**config.mk**
```make
export PLATFORM = sky130hd
export DESIGN_NAME = divider_scheduler_flat
export DESIGN_NICKNAME = d
export VERILOG_FILES = /design/src/rtl/divider_scheduler_if.sv /design/src/rtl/divider_scheduler.sv /design/src/flat_wrapper.sv
export SDC_FILE = /design/constraint.sdc
export NUM_CORES = 1
export LEC_CHECK = 0
export ABC_AREA = 1
export BUFFER_PORTS_ARGS = -buffer_cell sky130_fd_sc_hd__buf_2
export CORE_MARGIN = 1.5
export CORE_UTILIZATION = 47
export CTS_CLUSTER_SIZE = 30
export DETAILED_ROUTE_END_ITERATION = 6
export PLACE_DENSITY = 0.85
export SYNTH_ARGS = -nofsm -noshare
export SYNTH_HDL_FRONTEND = slang
export SYNTH_SLANG_ARGS = --single-unit
```
**constraint.sdc**
```tcl
create_clock -name clk -period 3.8 [get_ports clk]
set_input_delay 0.19 -clock clk [delete_from_list [all_inputs] [get_ports clk]]
set_output_delay 0.19 -clock clk [all_outputs]
set_load 0.03 [all_outputs]
```
**src/rtl/divider_scheduler_if.sv**
```systemverilog
`default_nettype none
// ---------------------------------------------------------------------------
// divider_scheduler_if : decoder-queue, encoder-write and divider-core bundle
//                        seen by the shared divider scheduler.
// Revision: 1.0
// ---------------------------------------------------------------------------
interface divider_scheduler_if #(
   parameter int DATA_WIDTH = 48,
   parameter int NUM_REQ    = 2
);
   localparam int OW = DATA_WIDTH / 2;
   localparam int GW = (NUM_REQ > 1) ? $clog2(NUM_REQ) : 1;

   logic [NUM_REQ-1:0]            q_empty;
   logic [NUM_REQ-1:0]            q_rd_en;
   logic [NUM_REQ*DATA_WIDTH-1:0] q_data;
   logic [NUM_REQ-1:0]            out_full;
   logic [NUM_REQ-1:0]            out_wr_en;
   logic [DATA_WIDTH-1:0]         out_data;
   logic                          div_start;
   logic                          div_signed;
   logic [OW-1:0]                 div_dividend;
   logic [OW-1:0]                 div_divisor;
   logic                          div_busy;
   logic                          div_done;
   logic [OW-1:0]                 div_quotient;
   logic [OW-1:0]                 div_remainder;
   logic [GW-1:0]                 grant_id;
   logic                          busy;
   logic [15:0]                   op_count;

   modport master (
      input  q_empty, q_data, out_full, div_busy, div_done, div_quotient, div_remainder,
      output q_rd_en, out_wr_en, out_data, div_start, div_signed, div_dividend,
             div_divisor, grant_id, busy, op_count
   );

   modport slave (
      output q_empty, q_data, out_full, div_busy, div_done, div_quotient, div_remainder,
      input  q_rd_en, out_wr_en, out_data, div_start, div_signed, div_dividend,
             div_divisor, grant_id, busy, op_count
   );
endinterface
`default_nettype wire

```
**src/rtl/divider_scheduler.sv**
```systemverilog
`default_nettype none
// ---------------------------------------------------------------------------
// divider_scheduler : round-robin sharing of one iterative divider between
//                     RAH divider app lanes (signed/unsigned per lane).
// Revision: 1.0
// ---------------------------------------------------------------------------
module divider_scheduler #(
   parameter int                 DATA_WIDTH  = 48,
   parameter int                 NUM_REQ     = 2,
   parameter logic [NUM_REQ-1:0] SIGNED_MASK = 2'b10
) (
   input logic                 clk,
   input logic                 rst,
   divider_scheduler_if.master bus
);
   localparam int OW = DATA_WIDTH / 2;
   localparam int GW = (NUM_REQ > 1) ? $clog2(NUM_REQ) : 1;

   typedef enum logic [2:0] {
      S_IDLE  = 3'd0,
      S_READ  = 3'd1,
      S_LATCH = 3'd2,
      S_ISSUE = 3'd3,
      S_WAIT  = 3'd4,
      S_WRITE = 3'd5
   } state_t;

   state_t                r_state;
   state_t                w_next;
   logic [GW-1:0]         r_grant;
   logic [GW-1:0]         r_last_grant;
   logic [GW-1:0]         w_pick;
   logic [GW-1:0]         w_idx;
   logic                  w_any;
   logic [NUM_REQ-1:0]    w_elig;
   logic [NUM_REQ-1:0]    w_rd_en;
   logic [NUM_REQ-1:0]    w_wr_en;
   logic [DATA_WIDTH-1:0] w_lane_data;
   logic [DATA_WIDTH-1:0] r_result;
   logic [OW-1:0]         r_dividend;
   logic [OW-1:0]         r_divisor;
   logic                  r_signed;
   logic [15:0]           r_op_count;
   logic                  w_start_fire;
   logic                  w_wr_fire;
   logic                  w_div_zero;

   assign w_elig       = ~bus.q_empty & ~bus.out_full;
   assign w_start_fire = (r_state == S_ISSUE) && !bus.div_busy;
   assign w_wr_fire    = (r_state == S_WRITE) && !bus.out_full[r_grant];
   assign w_div_zero   = (w_lane_data[OW-1:0] == '0);

   // Search upward from the lane after the last winner so contenders alternate.
   always_comb begin
      w_any  = 1'b0;
      w_pick = r_last_grant;
      w_idx  = '0;
      for (int k = 1; k <= NUM_REQ; k++) begin
         w_idx = GW'((int'(r_last_grant) + k) % NUM_REQ);
         if (!w_any && w_elig[w_idx]) begin
            w_any  = 1'b1;
            w_pick = w_idx;
         end
      end
   end

   always_comb begin
      w_rd_en     = '0;
      w_wr_en     = '0;
      w_lane_data = '0;
      for (int i = 0; i < NUM_REQ; i++) begin
         if (r_grant == GW'(i)) begin
            w_rd_en[i]  = (r_state == S_READ);
            w_wr_en[i]  = w_wr_fire;
            w_lane_data = bus.q_data[i*DATA_WIDTH +: DATA_WIDTH];
         end
      end
   end

   always_comb begin
      w_next = r_state;
      case (r_state)
         S_IDLE:  if (w_any) w_next = S_READ;
         S_READ:  w_next = S_LATCH;
         S_LATCH: w_next = w_div_zero ? S_WRITE : S_ISSUE;
         S_ISSUE: if (w_start_fire) w_next = S_WAIT;
         S_WAIT:  if (bus.div_done) w_next = S_WRITE;
         S_WRITE: if (w_wr_fire) w_next = S_IDLE;
         default: w_next = S_IDLE;
      endcase
   end

   always_ff @(posedge clk or posedge rst) begin
      if (rst) begin
         r_state <= S_IDLE;
      end else begin
         r_state <= w_next;
      end
   end

   always_ff @(posedge clk or posedge rst) begin
      if (rst) begin
         r_grant      <= '0;
         r_last_grant <= GW'(NUM_REQ - 1);
         r_dividend   <= '0;
         r_divisor    <= '0;
         r_signed     <= 1'b0;
         r_result     <= '0;
         r_op_count   <= '0;
      end else begin
         if (r_state == S_IDLE && w_any) begin
            r_grant      <= w_pick;
            r_last_grant <= w_pick;
         end
         if (r_state == S_LATCH) begin
            r_dividend <= w_lane_data[DATA_WIDTH-1:OW];
            r_divisor  <= w_lane_data[OW-1:0];
            r_signed   <= SIGNED_MASK[r_grant];
            // Divide by zero bypasses the core: quotient all ones, remainder = dividend.
            if (w_div_zero) begin
               r_result <= {{OW{1'b1}}, w_lane_data[DATA_WIDTH-1:OW]};
            end
         end
         if (r_state == S_WAIT && bus.div_done) begin
            r_result <= {bus.div_quotient, bus.div_remainder};
         end
         if (w_wr_fire) begin
            r_op_count <= r_op_count + 16'd1;
         end
      end
   end

   assign bus.q_rd_en      = w_rd_en;
   assign bus.out_wr_en    = w_wr_en;
   assign bus.out_data     = r_result;
   assign bus.div_start    = w_start_fire;
   assign bus.div_signed   = r_signed;
   assign bus.div_dividend = r_dividend;
   assign bus.div_divisor  = r_divisor;
   assign bus.grant_id     = r_grant;
   assign bus.busy         = (r_state != S_IDLE);
   assign bus.op_count     = r_op_count;

endmodule
`default_nettype wire
```
**src/flat_wrapper.sv**
```systemverilog
// flat-port wrapper written by rule: the top's interface ports become plain ports
module divider_scheduler_flat 
#(
   parameter int                 DATA_WIDTH  = 48,
   parameter int                 NUM_REQ     = 2,
   parameter logic [NUM_REQ-1:0] SIGNED_MASK = 2'b10
)
  (clk, rst, bus_q_empty, bus_q_data, bus_out_full, bus_div_busy, bus_div_done, bus_div_quotient, bus_div_remainder, bus_q_rd_en, bus_out_wr_en, bus_out_data, bus_div_start, bus_div_signed, bus_div_dividend, bus_div_divisor, bus_grant_id, bus_busy, bus_op_count);
  divider_scheduler_if #(.DATA_WIDTH(DATA_WIDTH), .NUM_REQ(NUM_REQ)) bus_i ();
  input logic clk;
  input logic rst;
  input wire logic [$bits(bus_i.q_empty)-1:0] bus_q_empty;
  input wire logic [$bits(bus_i.q_data)-1:0] bus_q_data;
  input wire logic [$bits(bus_i.out_full)-1:0] bus_out_full;
  input wire logic [$bits(bus_i.div_busy)-1:0] bus_div_busy;
  input wire logic [$bits(bus_i.div_done)-1:0] bus_div_done;
  input wire logic [$bits(bus_i.div_quotient)-1:0] bus_div_quotient;
  input wire logic [$bits(bus_i.div_remainder)-1:0] bus_div_remainder;
  output wire logic [$bits(bus_i.q_rd_en)-1:0] bus_q_rd_en;
  output wire logic [$bits(bus_i.out_wr_en)-1:0] bus_out_wr_en;
  output wire logic [$bits(bus_i.out_data)-1:0] bus_out_data;
  output wire logic [$bits(bus_i.div_start)-1:0] bus_div_start;
  output wire logic [$bits(bus_i.div_signed)-1:0] bus_div_signed;
  output wire logic [$bits(bus_i.div_dividend)-1:0] bus_div_dividend;
  output wire logic [$bits(bus_i.div_divisor)-1:0] bus_div_divisor;
  output wire logic [$bits(bus_i.grant_id)-1:0] bus_grant_id;
  output wire logic [$bits(bus_i.busy)-1:0] bus_busy;
  output wire logic [$bits(bus_i.op_count)-1:0] bus_op_count;
  assign bus_i.q_empty = bus_q_empty;
  assign bus_i.q_data = bus_q_data;
  assign bus_i.out_full = bus_out_full;
  assign bus_i.div_busy = bus_div_busy;
  assign bus_i.div_done = bus_div_done;
  assign bus_i.div_quotient = bus_div_quotient;
  assign bus_i.div_remainder = bus_div_remainder;
  assign bus_q_rd_en = bus_i.q_rd_en;
  assign bus_out_wr_en = bus_i.out_wr_en;
  assign bus_out_data = bus_i.out_data;
  assign bus_div_start = bus_i.div_start;
  assign bus_div_signed = bus_i.div_signed;
  assign bus_div_dividend = bus_i.div_dividend;
  assign bus_div_divisor = bus_i.div_divisor;
  assign bus_grant_id = bus_i.grant_id;
  assign bus_busy = bus_i.busy;
  assign bus_op_count = bus_i.op_count;
  divider_scheduler #(.DATA_WIDTH(DATA_WIDTH), .NUM_REQ(NUM_REQ), .SIGNED_MASK(SIGNED_MASK)) u_core (.clk(clk), .rst(rst), .bus(bus_i));
endmodule
```
==> impl_metrics.json <==
{
  "status": "completed",
  "start_util_pct": 48.50,
  "routed_wl_um": 17000,
  "crit_fanout": 55,
  "cp_slowest_cell": "buf_4",
  "num_io_pins": 272,
  "fmax_ghz": 0.4037,
  "grt_antenna_before_repair": 1,
  "cts_hold_buf": 1,
  "power_w": 0.006917,
  "critPathBufInv": 2,
  "cts_resized": 0,
  "drv_cap": 0,
  "grt_pass1_vias": 5661,
  "clkSinkCount": 118,
  "drt_iter0_markers": 463,
  "yosys.cell_types.count": 29,
  "path_cells": "buf_4 > nand2_1 > nand2_1 > nand2_1 > nor2_1 > nand2_1 > nor2_2 > nand3_2 > nand2_2 > buf_12 > nand2_1 > nand2_1",
  "grt_max_degree": 105,
  "die_height_um": 114.6,
  "track_usage_pct": 26.89,
  "die_w_um": 114.6,
  "start_kind": "flip-flop",
  "period_share_pct": 65.18,
  "tightestPinTransition_ns": 0.9651,
  "crit_start": "u_core.bus.grant_id",
  "dpl_worst_slack_ns": 1.323,
  "layout_common_cells": "nand2_1 (271), buf_2 (271), dfrtp_1 (116)",
  "required_ns": 4.14,
  "ys_seq_elements": 118,
  "coreArea_um2": 12060,
  "routed_via_density": 5.003,
  "crit_family": "simple AND/OR/NAND/NOR gates",
  "rsz0062_at_grt": "false",
  "cp.arrival_ns": 2.81,
  "gr-total-overflow": 0,
  "h-tree-depth": 4,
  "yosys_warnings": 0,
  "clkTransAtPathRegs_ns": 0.05,
  "yosys.area.top_type": "dfrtp_1",
  "power_leakage_nw": 4.329,
  "avgSynthCellArea_um2": 7.707,
  "path_class": "flip-flop to flip-flop",
  "setup_slack_ns": 1.323,
  "area_delta_synth_final_pct": 34.01,
  "port_buffers": 271,
  "numCtsBuffers": 17,
  "slew_headroom_pct": 35.66,
  "gp_congestion": 0.8739,
  "final_max_slew_viol_count": 0,
  "synth_area_leaders": "dfrtp_1 (50%), nand2_1 (17%), a31oi_1 (6.0%), nand3_1 (5.1%), nor2_1 (5.1%)",
  "crit_top_cell": "nand2_1",
  "rr_startpoint": "u_core.bus.grant_id",
  "synth_top_area_share_pct": 50.05,
  "rows": 40,
  "cpPeakStageDelay_ns": 0.51,
  "fin_skew_ns": 0.005134,
  "die-area_um2": 13120,
  "fin_tns_setup_ns": 0,
  "setup_viol": 0,
  "fillerInstances": 1061,
  "syn_area_um2": 5849,
  "postCtsSetupBuffers": 0,
  "drcViolationCount": 0,
  "ys_seq_area_share_pct": 50.50,
  "syn_inst": 759,
  "irDropWorstVdd_mv": 0.4627,
  "period_needed_ns": 2.477,
  "dr_total_vias": 5974,
  "dp.final_hpwl_um": 11940,
  "drt_first_pass_iters": 5,
  "synthesis.nets": 912,
  "powerDensity_nw_per_um2": 882.4,
  "hold_class": "input port to flip-flop",
  "holdCritStartpoint": "bus_q_data[70]",
  "drive_gt1_share_pct": 33.17,
  "wire_per_inst_um": 14.24,
  "end_kind": "flip-flop",
  "nNetsFinal": 1167,
  "cts_root_buffer": "clkbuf_16",
  "ant_nets": 0,
  "clk-insertion-delay-late_ns": 0.40,
  "cts_tree": "yes",
  "hold_viol": 0,
  "cts_buffer_depth": 2,
  "grt_pass1_wl_um": 27420
}
[flip-flops by register name, indices dropped and copies added (netlist names)]
name and count:
u_core.bus.div_dividend 24, u_core.r_state 3, u_core.bus.grant_id 1, u_core.bus.out_data 48
u_core.bus.div_signed 1, u_core.bus.div_divisor 24, u_core.bus.op_count 16, u_core.r_last_grant 1
[cells by family after synthesis]
kind of cell	after synthesis	share of synthesized area, %
buf+inv	96	7.080
simple gates	445	31.42
compound gates	83	8.342
xor+xnor	15	2.246
mux	1	0.1925
fa+ha+maj	1	0.2139
flops	118	50.50
[final timing paths]
path,end,cells after the start,slack (ns)
setup / recovery,u_core.bus.out_data[42],12,1.32
hold / removal,u_core.bus.div_divisor[22],3,0.06
setup reg to reg,u_core.bus.out_data[42],12,1.32
hold reg to reg,u_core.bus.op_count[15],1,0.47
max in group asynchronous,u_core.r_last_grant,4,2.37
min in group asynchronous,u_core.bus.op_count[13],3,0.49
[report_power, final]
group | total (W) | leakage [nW] | internal [W] | switching, W
logic | 0.00329 | 2.65 | 0.000949 | 0.00235
registers | 0.00215 | 1.41 | 0.00182 | 0.000329
clock network | 0.00148 | 0.270 | 0.000957 | 0.000520
total | 0.00692 | 4.33 | 0.00372 | 0.00319
[per-layer routing]
layer / global-route usage, % / vias to the layer above / share of wire, %
met5: 0 / - / 0
met4: 13.58 / 0 / 3.6
met3: 6.141 / 49 / 6.3
met2: 45.27 / 292 / 50
met1: 32.38 / 2698 / 40
li1: - / 2935 / -
[synth_stat cells (all sizes together)]
cell type    n
dfstp        1
a21oi        1
nand3b       1
ha           1
nor2        81
dfrtp      117
nand3       61
o211ai       1
nand4        1
mux2         1
xor2         8
clkbuf      20
or2         25
inv         52
xnor2        7
a31oi       56
nand2      272
nor3         4
o21ai       25
buf         24
[worst min-delay path, stage by stage]
cell	delay, ns
buf_2	0.09
nand2_1	0.06
a31oi_1	0.07
[through the flow]
| step | hold slack [ns] | cell area [um^2] | instances | utilization, % |
|---|---|---|---|---|
| after floorplan | 0.3603 | 5849 | 759 | - |
| after global placement | 0.3643 | 7282 | 1162 | 60.37 |
| after detailed placement | 0.3706 | 7282 | 1162 | 60.37 |
| after CTS | 0.04306 | 7836 | 1193 | 64.97 |
| after global routing | 0.06131 | 7839 | 1194 | 64.99 |
| final | 0.05811 | 7839 | 1194 | 64.99 |
[cell type report]
type	instances	area [um^2]	area share [%]
flip-flops and latches	118	2955	37.70
well taps	168	210.2	2.682
clock inverters	4	45.04	0.5746
multi-input cells	545	2486	31.72
clock buffers	26	499.2	6.369
repair buffers	280	1439	18.36
diodes	1	2.502	0.03192
inverters	52	201.4	2.570
Note: power is estimated with default switching activity, not from simulation.
